$ cat src/rtl/except_merge_stage.sv
// Exception-merge stage between MEM and WB: picks upstream or lowest-index local exception,
// registers it, and holds it as a pending trap until acked. Counter built under EXCEPT_PERF_CNT_EN.
module except_merge_stage #(
  parameter int unsigned XLEN = 64,
  parameter int unsigned NSRC = 2
) (
  input  logic                 clk,
  input  logic                 rst,
  input  logic                 stall,
  input  logic                 flush,
  input  logic                 valid_i,
  input  logic [XLEN-1:0]      pc_i,
  input  logic                 up_except_i,
  input  logic [XLEN-1:0]      up_cause_i,
  input  logic [XLEN-1:0]      up_tval_i,
  input  logic [NSRC-1:0]      src_except_i,
  input  logic [NSRC*XLEN-1:0] src_cause_i,
  input  logic [NSRC*XLEN-1:0] src_tval_i,
  output logic                 except_o,
  output logic [XLEN-1:0]      epc_o,
  output logic [XLEN-1:0]      cause_o,
  output logic [XLEN-1:0]      tval_o,
  output logic                 except_happen_o,
  output logic                 trap_req_o,
  input  logic                 trap_ack_i,
  output logic [31:0]          trap_cnt_o
);

  localparam int unsigned CNT_W = 32;
  localparam logic [0:0]  IDLE  = 1'b0;
  localparam logic [0:0]  PEND  = 1'b1;

  logic [0:0]      state_q, state_d;
  logic            except_q, except_d;
  logic [XLEN-1:0] epc_q, epc_d;
  logic [XLEN-1:0] cause_q, cause_d;
  logic [XLEN-1:0] tval_q, tval_d;

  logic            sel_except;
  logic [XLEN-1:0] sel_cause;
  logic [XLEN-1:0] sel_tval;

  // Upstream wins; otherwise the lowest-index local source of a valid instruction.
  always_comb begin
    sel_except = 1'b0;
    sel_cause  = '0;
    sel_tval   = '0;
    if (up_except_i) begin
      sel_except = 1'b1;
      sel_cause  = up_cause_i;
      sel_tval   = up_tval_i;
    end else if (valid_i) begin
      for (int k = int'(NSRC) - 1; k >= 0; k--) begin
        if (src_except_i[k]) begin
          sel_except = 1'b1;
          sel_cause  = src_cause_i[k*XLEN +: XLEN];
          sel_tval   = src_tval_i[k*XLEN +: XLEN];
        end
      end
    end
  end

  // Next-state and next-register values.
  always_comb begin
    state_d  = state_q;
    except_d = except_q;
    epc_d    = epc_q;
    cause_d  = cause_q;
    tval_d   = tval_q;
    if (flush) begin
      state_d  = IDLE;
      except_d = 1'b0;
      epc_d    = '0;
      cause_d  = '0;
      tval_d   = '0;
    end else begin
      case (state_q)
        IDLE: begin
          if (!stall) begin
            except_d = sel_except;
            epc_d    = sel_except ? pc_i : '0;
            cause_d  = sel_cause;
            tval_d   = sel_tval;
            if (sel_except) state_d = PEND;
          end
        end
        PEND: begin
          if (trap_ack_i) begin
            state_d  = IDLE;
            except_d = 1'b0;
            epc_d    = '0;
            cause_d  = '0;
            tval_d   = '0;
          end
        end
        default: state_d = IDLE;
      endcase
    end
  end

  always_ff @(posedge clk or posedge rst) begin
    if (rst) begin
      state_q  <= IDLE;
      except_q <= 1'b0;
      epc_q    <= '0;
      cause_q  <= '0;
      tval_q   <= '0;
    end else begin
      state_q  <= state_d;
      except_q <= except_d;
      epc_q    <= epc_d;
      cause_q  <= cause_d;
      tval_q   <= tval_d;
    end
  end

  assign except_o        = except_q;
  assign epc_o           = epc_q;
  assign cause_o         = cause_q;
  assign tval_o          = tval_q;
  assign trap_req_o      = (state_q == PEND);
  assign except_happen_o = valid_i & (|src_except_i) & ~up_except_i & (state_q == IDLE);

`ifdef EXCEPT_PERF_CNT_EN
  logic [CNT_W-1:0] trap_cnt_q;
  logic             ack_fire;

  // Acks count even when they coincide with a flush.
  assign ack_fire = (state_q == PEND) & trap_ack_i;

  always_ff @(posedge clk or posedge rst) begin
    if (rst) begin
      trap_cnt_q <= '0;
    end else if (ack_fire && (trap_cnt_q != {CNT_W{1'b1}})) begin
      trap_cnt_q <= trap_cnt_q + CNT_W'(1);
    end
  end

  assign trap_cnt_o = trap_cnt_q;
`else
  assign trap_cnt_o = CNT_W'(0);
`endif

endmodule

$ cat config.mk
export PLATFORM = sky130hd
export DESIGN_NAME = except_merge_stage
export DESIGN_NICKNAME = d
export VERILOG_FILES = /design/src/rtl/except_merge_stage.sv
export SDC_FILE = /design/constraint.sdc
export NUM_CORES = 1
export LEC_CHECK = 0
export CORE_AREA = 5 5 261 263
export DETAILED_ROUTE_END_ITERATION = 8
export DIE_AREA = 0 0 266 268
export PLACE_DENSITY = 0.48
export SETUP_SLACK_MARGIN = 0.2
export SYNTH_ARGS = -nofsm -noshare
export SYNTH_HDL_FRONTEND = slang
export SYNTH_SLANG_ARGS = --single-unit
$ cat constraint.sdc
create_clock -name clk -period 10.6 [get_ports clk]
set_clock_uncertainty 0.2 [all_clocks]
set_input_delay 3.18 -clock clk [delete_from_list [all_inputs] [get_ports clk]]
set_output_delay 3.18 -clock clk [all_outputs]
set_load 0.05 [all_outputs]
== After elaboration in Yosys (flattened, before gate mapping) ==
Cells that the tools add are included.
Widths: inputs -> output; s select.
Word-level totals
  logic and storage cells: 46
  register bits: 194
  output and inout bits: 227
  ROM bits: 0
  bits in writable memories: 0
  memories kept: 0
  latch bits: 0
Cells by class
  equal/unequal tests: 2
  $add $sub $neg: 0
  bitwise operators: 5
  divide/modulo/power cells: 0
  $mul: 0
  shifts and indexed selects: 0
  reductions and logical operators: 2
  magnitude comparators: 0
  muxes and demuxes: 32
Operators with widths (number)
  $mux 64: 16
  $pmux 64 s2: 3
  $mux 1: 11
  $ne 3x3->1 const B: 2
  $pmux 1 s2: 2
  $and 1x1->1: 3
  $not 1->1: 2
  $reduce_and 2->1: 1
  $reduce_or 2->1: 1

== Longest topological paths before layout ==
Gate-level depths: netlist of run 1.
  depth in word-level cells: 8
  depth in mapped cells: 6

== Worst setup path after synthesis of run 1 ==
OpenSTA, ideal clock, no wires.
  kind: in2out
  start: input src_except_i[0]
  end: output except_happen_o
  buffers on the path: 3
  path slack: 2.469 ns
  stages on the path: 5
  arrival time: 4.751 ns
  required time: 7.220 ns
  cells stage by stage: buf_2 -> buf_2 -> buf_2 -> nor2_1 -> nor3_1
Between the ends
  word-level cells in the longest chain between the ends: 4
RTL lines
  from (decl): RTL line 16  | input logic [NSRC-1:0] src_except_i,
  $reduce_or 2->1: RTL line 122  | assign except_happen_o = valid_i & (|src_except_i) & ~up_except_i & (state_q == IDLE);
  $and 1x1->1 (3 in a row): RTL line 122
  to (decl): RTL line 23  | output logic except_happen_o,
No other way between the ends.

== Worst setup path after layout of run 1 ==
  start: input src_except_i[1]
  end: output except_happen_o
Same word-level chain as after synthesis.

==> flow_summary.ini, run 1 <==
[pwr]
p_switching_w = 0.000735
ir_drop_mv = 0.0899
p_leak_nw = 7.67
power.density_nw_per_um2 = 117
power.share.clock_pct = 33.1
combPwrFrac_pct = 29.5
internal_power_w = 0.00139
fin_total_pwr_w = 0.00212
switching_share_pct = 34.7
sequentialPowerShare_pct = 37.4

[detailed_routing]
routed_via_density = 4.38
detail_route.wl_per_cell_um = 20.1
dr.pass1.iters = 4
ant_nets = 0
num_vias = 11500
wl_um = 52800
drc_errors = 0
drt_iter0_drc = 619

[floorplan]
start_util_pct = 16.0
core_um2 = 65400
core.rowCount = 94
fp.dieH_um = 268
dieArea_um2 = 71300
io_pins = 684
fp.dieW_um = 266

[grt]
grt_pass1_wl_um = 76500
grt_max_degree = 95
antenna_found_initial = 1
grt.total_usage_pct = 13.9
grt_pass1_vias = 11800
gr-total-overflow = 0

[yosys]
yosysTopAreaCell = dfrtp_1
synth_cell_type_count = 19
synth-compound-area-share_pct = 27.1
synthTopCellsByArea = dfrtp_1 (46%), nand2_1 (18%), a32o_1 (12%)
synth_mux_area_share_pct = 0
ys.warnings.count = 0
synth_xor_area_share_pct = 0
ys_seq_area_share_pct = 46.3
synthCells = 1184
syn_area_um2 = 10500
ys_ff_latch = 194
yosys.area_share.simple_pct = 18.6
synth_top_family_by_area = compound AO/OA/AOI/OAI gates
synth_top_area_share_pct = 46.3
synthAdderAreaFrac_pct = 0
postSynthAreaPerCell_um2 = 8.86

[setup_path]
slowest_delay_ps = 890
crit_slowest_cell = clkdlybuf4s50_1
cp-end-kind = output pin
crit_type = in -> out
worstPathCellList = buf_4 > nor2_1 > nor3_1 > clkdlybuf4s50_1
crit_arrival_ps = 5040
cp_max_fo = 60
crit_required_ps = 7220
crit_path_start_kind = input port

[cts]
postCtsSetupRepairBufs = 0
cts.sinks = 194
clk_path_buf_depth = 2
clkTransAtPathRegs_ps = 90
cts_inserted_buffers = 17
clock-root-buffer = clkbuf_16
cts_tree = done
cts_resized = 0
clk_latency_ps = 470
ctsHoldBuffers = 0
h-tree-depth = 4

[sta]
timing.hold.ws_ps = 286
maxSlewHeadroom_pct = 35.5
hold_viol = 0
setup_tns_ps = 0
setup_violations = 0
layout_min_cycle_time_ps = 8420
fmax_mhz = 119
worst_pin_slew_ps = 967
rsz0062_at_grt = no
maxSlewViolCount = 0
timing.final.crit_share_pct = 79.4

[place]
port_buffers = 651
hpwl_um = 38400
gp_congestion = 0.928
place_inst = 2599

[cells_and_area]
postLayoutCoreUtil_pct = 27.7
multi_input_area_um2 = 4940
nets = 2211
fin_cells = 2631
nFillCells = 7010
seqCellArea_um2 = 4850
syn_to_final_growth_pct = 72.8
drive_gt1_share_pct = 3.00

[flow_run]
maxCapViolations = 0

[min_path]
hp-class = reg -> reg

[status]
outcome = finished, final reports clean
[critical path: cells and delay by family]
| family | cells | cell delay (ps) |
|---|---|---|
| buf+inv | 2 | 1450 |
| simple gates | 2 | 390 |
[area by class of cell]
type                            count  area share, %
Clock buffer                       17           2.35
Clock inverter                     14           1.04
Tap cell                          864           5.97
Antenna cell                        1         0.0138
Sequential cell                   194           26.8
Inverter                            1         0.0621
Timing Repair Buffer              665           36.5
Multi-Input combinational cell    875           27.2
[state kept, by name, summed over array words and instances, names as in the netlist]
signal      cells
tval_o         64
cause_o        64
except_o        1
epc_o          64
trap_req_o      1
[power groups by stage]
stage	clock [W]	combinational [W]	sequential, W
floorplan	0	0.000216	0.000924
global placement	0	0.000629	0.000807
detailed placement	0	0.000630	0.000808
CTS	0.000735	0.000633	0.000794
global route	0.000758	0.000666	0.000798
finish	0.000701	0.000625	0.000794
[synthesized netlist by cell type]
master    count
buf_2        99
a21o_1        1
nor3_1        2
buf_1         1
o21a_1        2
dfrtp_1     194
a22o_1       64
clkbuf_1      7
nand2b_1      3
inv_1         1
buf_6         5
conb_1        1
nand2_1     512
o211ai_1    128
buf_4        33
o21bai_1      1
a32o_1      128
a21oi_2       1
nor2_1        1
[layer usage]
| metal | wire length, um | vias up | GRT usage [%] |
|---|---|---|---|
| li1 | - | 5331 | - |
| met1 | 21300 | 5703 | 16.7 |
| met2 | 26600 | 428 | 24.2 |
| met3 | 3550 | 59 | 3.70 |
| met4 | 1340 | 0 | 4.77 |
| met5 | 0 | - | 0 |
[cell families after synthesis]
logic type / Yosys count
AOI/OAI and AO/OA: 325
and+or+nand+nor: 518
DFF: 194
buffers and inverters: 146
other: 1
[path summary, 6_finish.rpt]
path,startpoint,end,slack (ps),cells after the start
setup / recovery,src_except_i[1],except_happen_o,2180,4
hold / removal,except_o,except_o,290,1
setup reg to reg,trap_req_o,epc_o[7],7570,5
hold reg to reg,except_o,except_o,290,1
max in group asynchronous,rst,cause_o[12],5880,3
min in group asynchronous,rst,epc_o[15],2960,2
[cells in the final DEF (no fill, tap or decap), drive strengths merged, types with 3 or more instances in the layout]
master	n
a22o	64
a32o	128
nand2b	3
nand2	512
buf	16
clkinv	6
dfrtp	194
clkdlybuf4s50	648
o211ai	128
clkbuf	18
conb	32
inv	7
[through the flow]
stage	setup WS [ps]	instance area (um^2)
final	2180	18100
after global routing	2000	18100
after CTS	2040	18100
after detailed placement	2050	17500
after global placement	2060	17500
after floorplan	1940	10600
No activity file was read; power rests on OpenSTA's default activity.
==> run 2, diff against run 1 <==
clock period = 7.8 ns   (was 10.6 ns; I/O delays follow)
==> flow_summary.ini, run 2 (synthesis gave the netlist of run 1 again) <==
[cells_and_area]
nFillCells = 6981
nets = 2214
final_cell_mix = clkdlybuf4s50_1 (648), nand2_1 (512), dfrtp_1 (194)
drive_gt1_share_pct = 3.22
final_area_um2 = 18200
layout_commonest_cell = clkdlybuf4s50_1
syn_to_final_growth_pct = 73.4
postLayoutCoreUtil_pct = 27.8

[cts]
clk_latency_ps = 480
cts_tree = done
postCtsSetupRepairBufs = 0
cts_resized = 0
cts.sinks = 194
clk_path_buf_depth = 2
clkTransAtPathRegs_ps = 80
ctsHoldBuffers = 0
clock-root-buffer = clkbuf_16
cts_inserted_buffers = 17
h-tree-depth = 4

[place]
hpwl_um = 38200
gp_congestion = 0.909
port_buffers = 651
postPlaceCellArea_um2 = 17500

[pwr]
switching_share_pct = 35.4
p_leak_nw = 7.69
combPwrFrac_pct = 29.5
power.share.clock_pct = 33.2
internal_power_w = 0.00187
sequentialPowerShare_pct = 37.3
power.density_nw_per_um2 = 159
ir_drop_mv = 0.125
p_switching_w = 0.00102

[sta]
fmax_mhz = 152
setup_tns_ps = 0
rsz0062_at_grt = no
timing.final.crit_share_pct = 84.2
timing.hold.ws_ps = 293
layout_min_cycle_time_ps = 6570
setup_violations = 0
maxSlewViolCount = 0
worst_pin_slew_ps = 989
maxSlewHeadroom_pct = 34.1
hold_viol = 0

[floorplan]
core.rowCount = 94
io_pins = 684
fp.dieW_um = 266
core_um2 = 65400
fp.dieH_um = 268
start_util_pct = 16.0
dieArea_um2 = 71300

[setup_path]
crit_path_start_kind = input port
regToRegSetupSlack_ps = 4890
crit_arrival_ps = 4030
crit_type = in -> out
cp-end-kind = output pin
crit_required_ps = 5260
cp_max_fo = 2

[min_path]
hp-class = reg -> reg

[grt]
grt_max_degree = 130
grt_pass1_vias = 11700
antenna_found_initial = 4
grt_pass1_wl_um = 75700
gr-total-overflow = 0
grt.total_usage_pct = 13.8

[flow_run]
maxCapViolations = 0

[detailed_routing]
ant_nets = 0
wl_um = 52200
num_vias = 11400
drt_iter0_drc = 597
dr.pass1.iters = 5
detail_route.wl_per_cell_um = 19.8
routed_via_density = 4.33
drc_errors = 0

[status]
outcome = finished, final reports clean
==> run 2: area by class of cell <==
cell class / instances / area [um^2] / share of cell area [%]
tap: 864 / 1080 / 5.94
sequential: 194 / 4850 / 26.7
clock inverter: 15 / 196 / 1.08
clock buffer: 17 / 425 / 2.34
antenna: 6 / 15.0 / 0.0826
timing repair buffer: 668 / 6670 / 36.7
inverter: 1 / 7.51 / 0.0413
multi-input combinational: 875 / 4940 / 27.2
==> run 2: metrics by stage <==
step	instances	total power, W	setup WS [ps]
2_1_floorplan	1215	0.00155	1350
3_3_place_gp	2602	0.00195	1220
3_5_place_dp	2602	0.00196	1250
4_1_cts	2634	0.00295	1230
5_1_grt	2638	0.00303	1200
6_report	2640	0.00289	1230
==> run 2: power by group through the flow <==
stage | registers, W | clock network [W] | logic [W]
after floorplan | 0.00126 | 0 | 0.000294
after CTS | 0.00108 | 0.00101 | 0.000863
after global placement | 0.00110 | 0 | 0.000859
after detailed placement | 0.00110 | 0 | 0.000860
after global routing | 0.00108 | 0.00104 | 0.000908
final | 0.00108 | 0.000958 | 0.000852
==> run 2: metal layers <==
metal	vias to the layer above	share of wire, %	GRT usage (%)
met5	-	0	0
met1	5583	39	16.5
met2	459	51	24.0
li1	5342	-	-
met4	0	2.3	4.44
met3	52	7.3	3.89
==> run 2: path summary, 6_finish.rpt <==
kind	startpoint	to	cells after the start
setup / recovery	valid_i	except_happen_o	4
min in group asynchronous	rst	epc_o[1]	2
max in group asynchronous	rst	cause_o[61]	3
setup reg to reg	trap_req_o	tval_o[11]	4
hold reg to reg	except_o	except_o	1
hold / removal	except_o	except_o	1
==> run 2: worst max-delay path, stage by stage <==
cell	delay, ps
clkdlybuf4s50_1	540
nand2b_4	80
nor3_1	210
clkdlybuf4s50_1	850
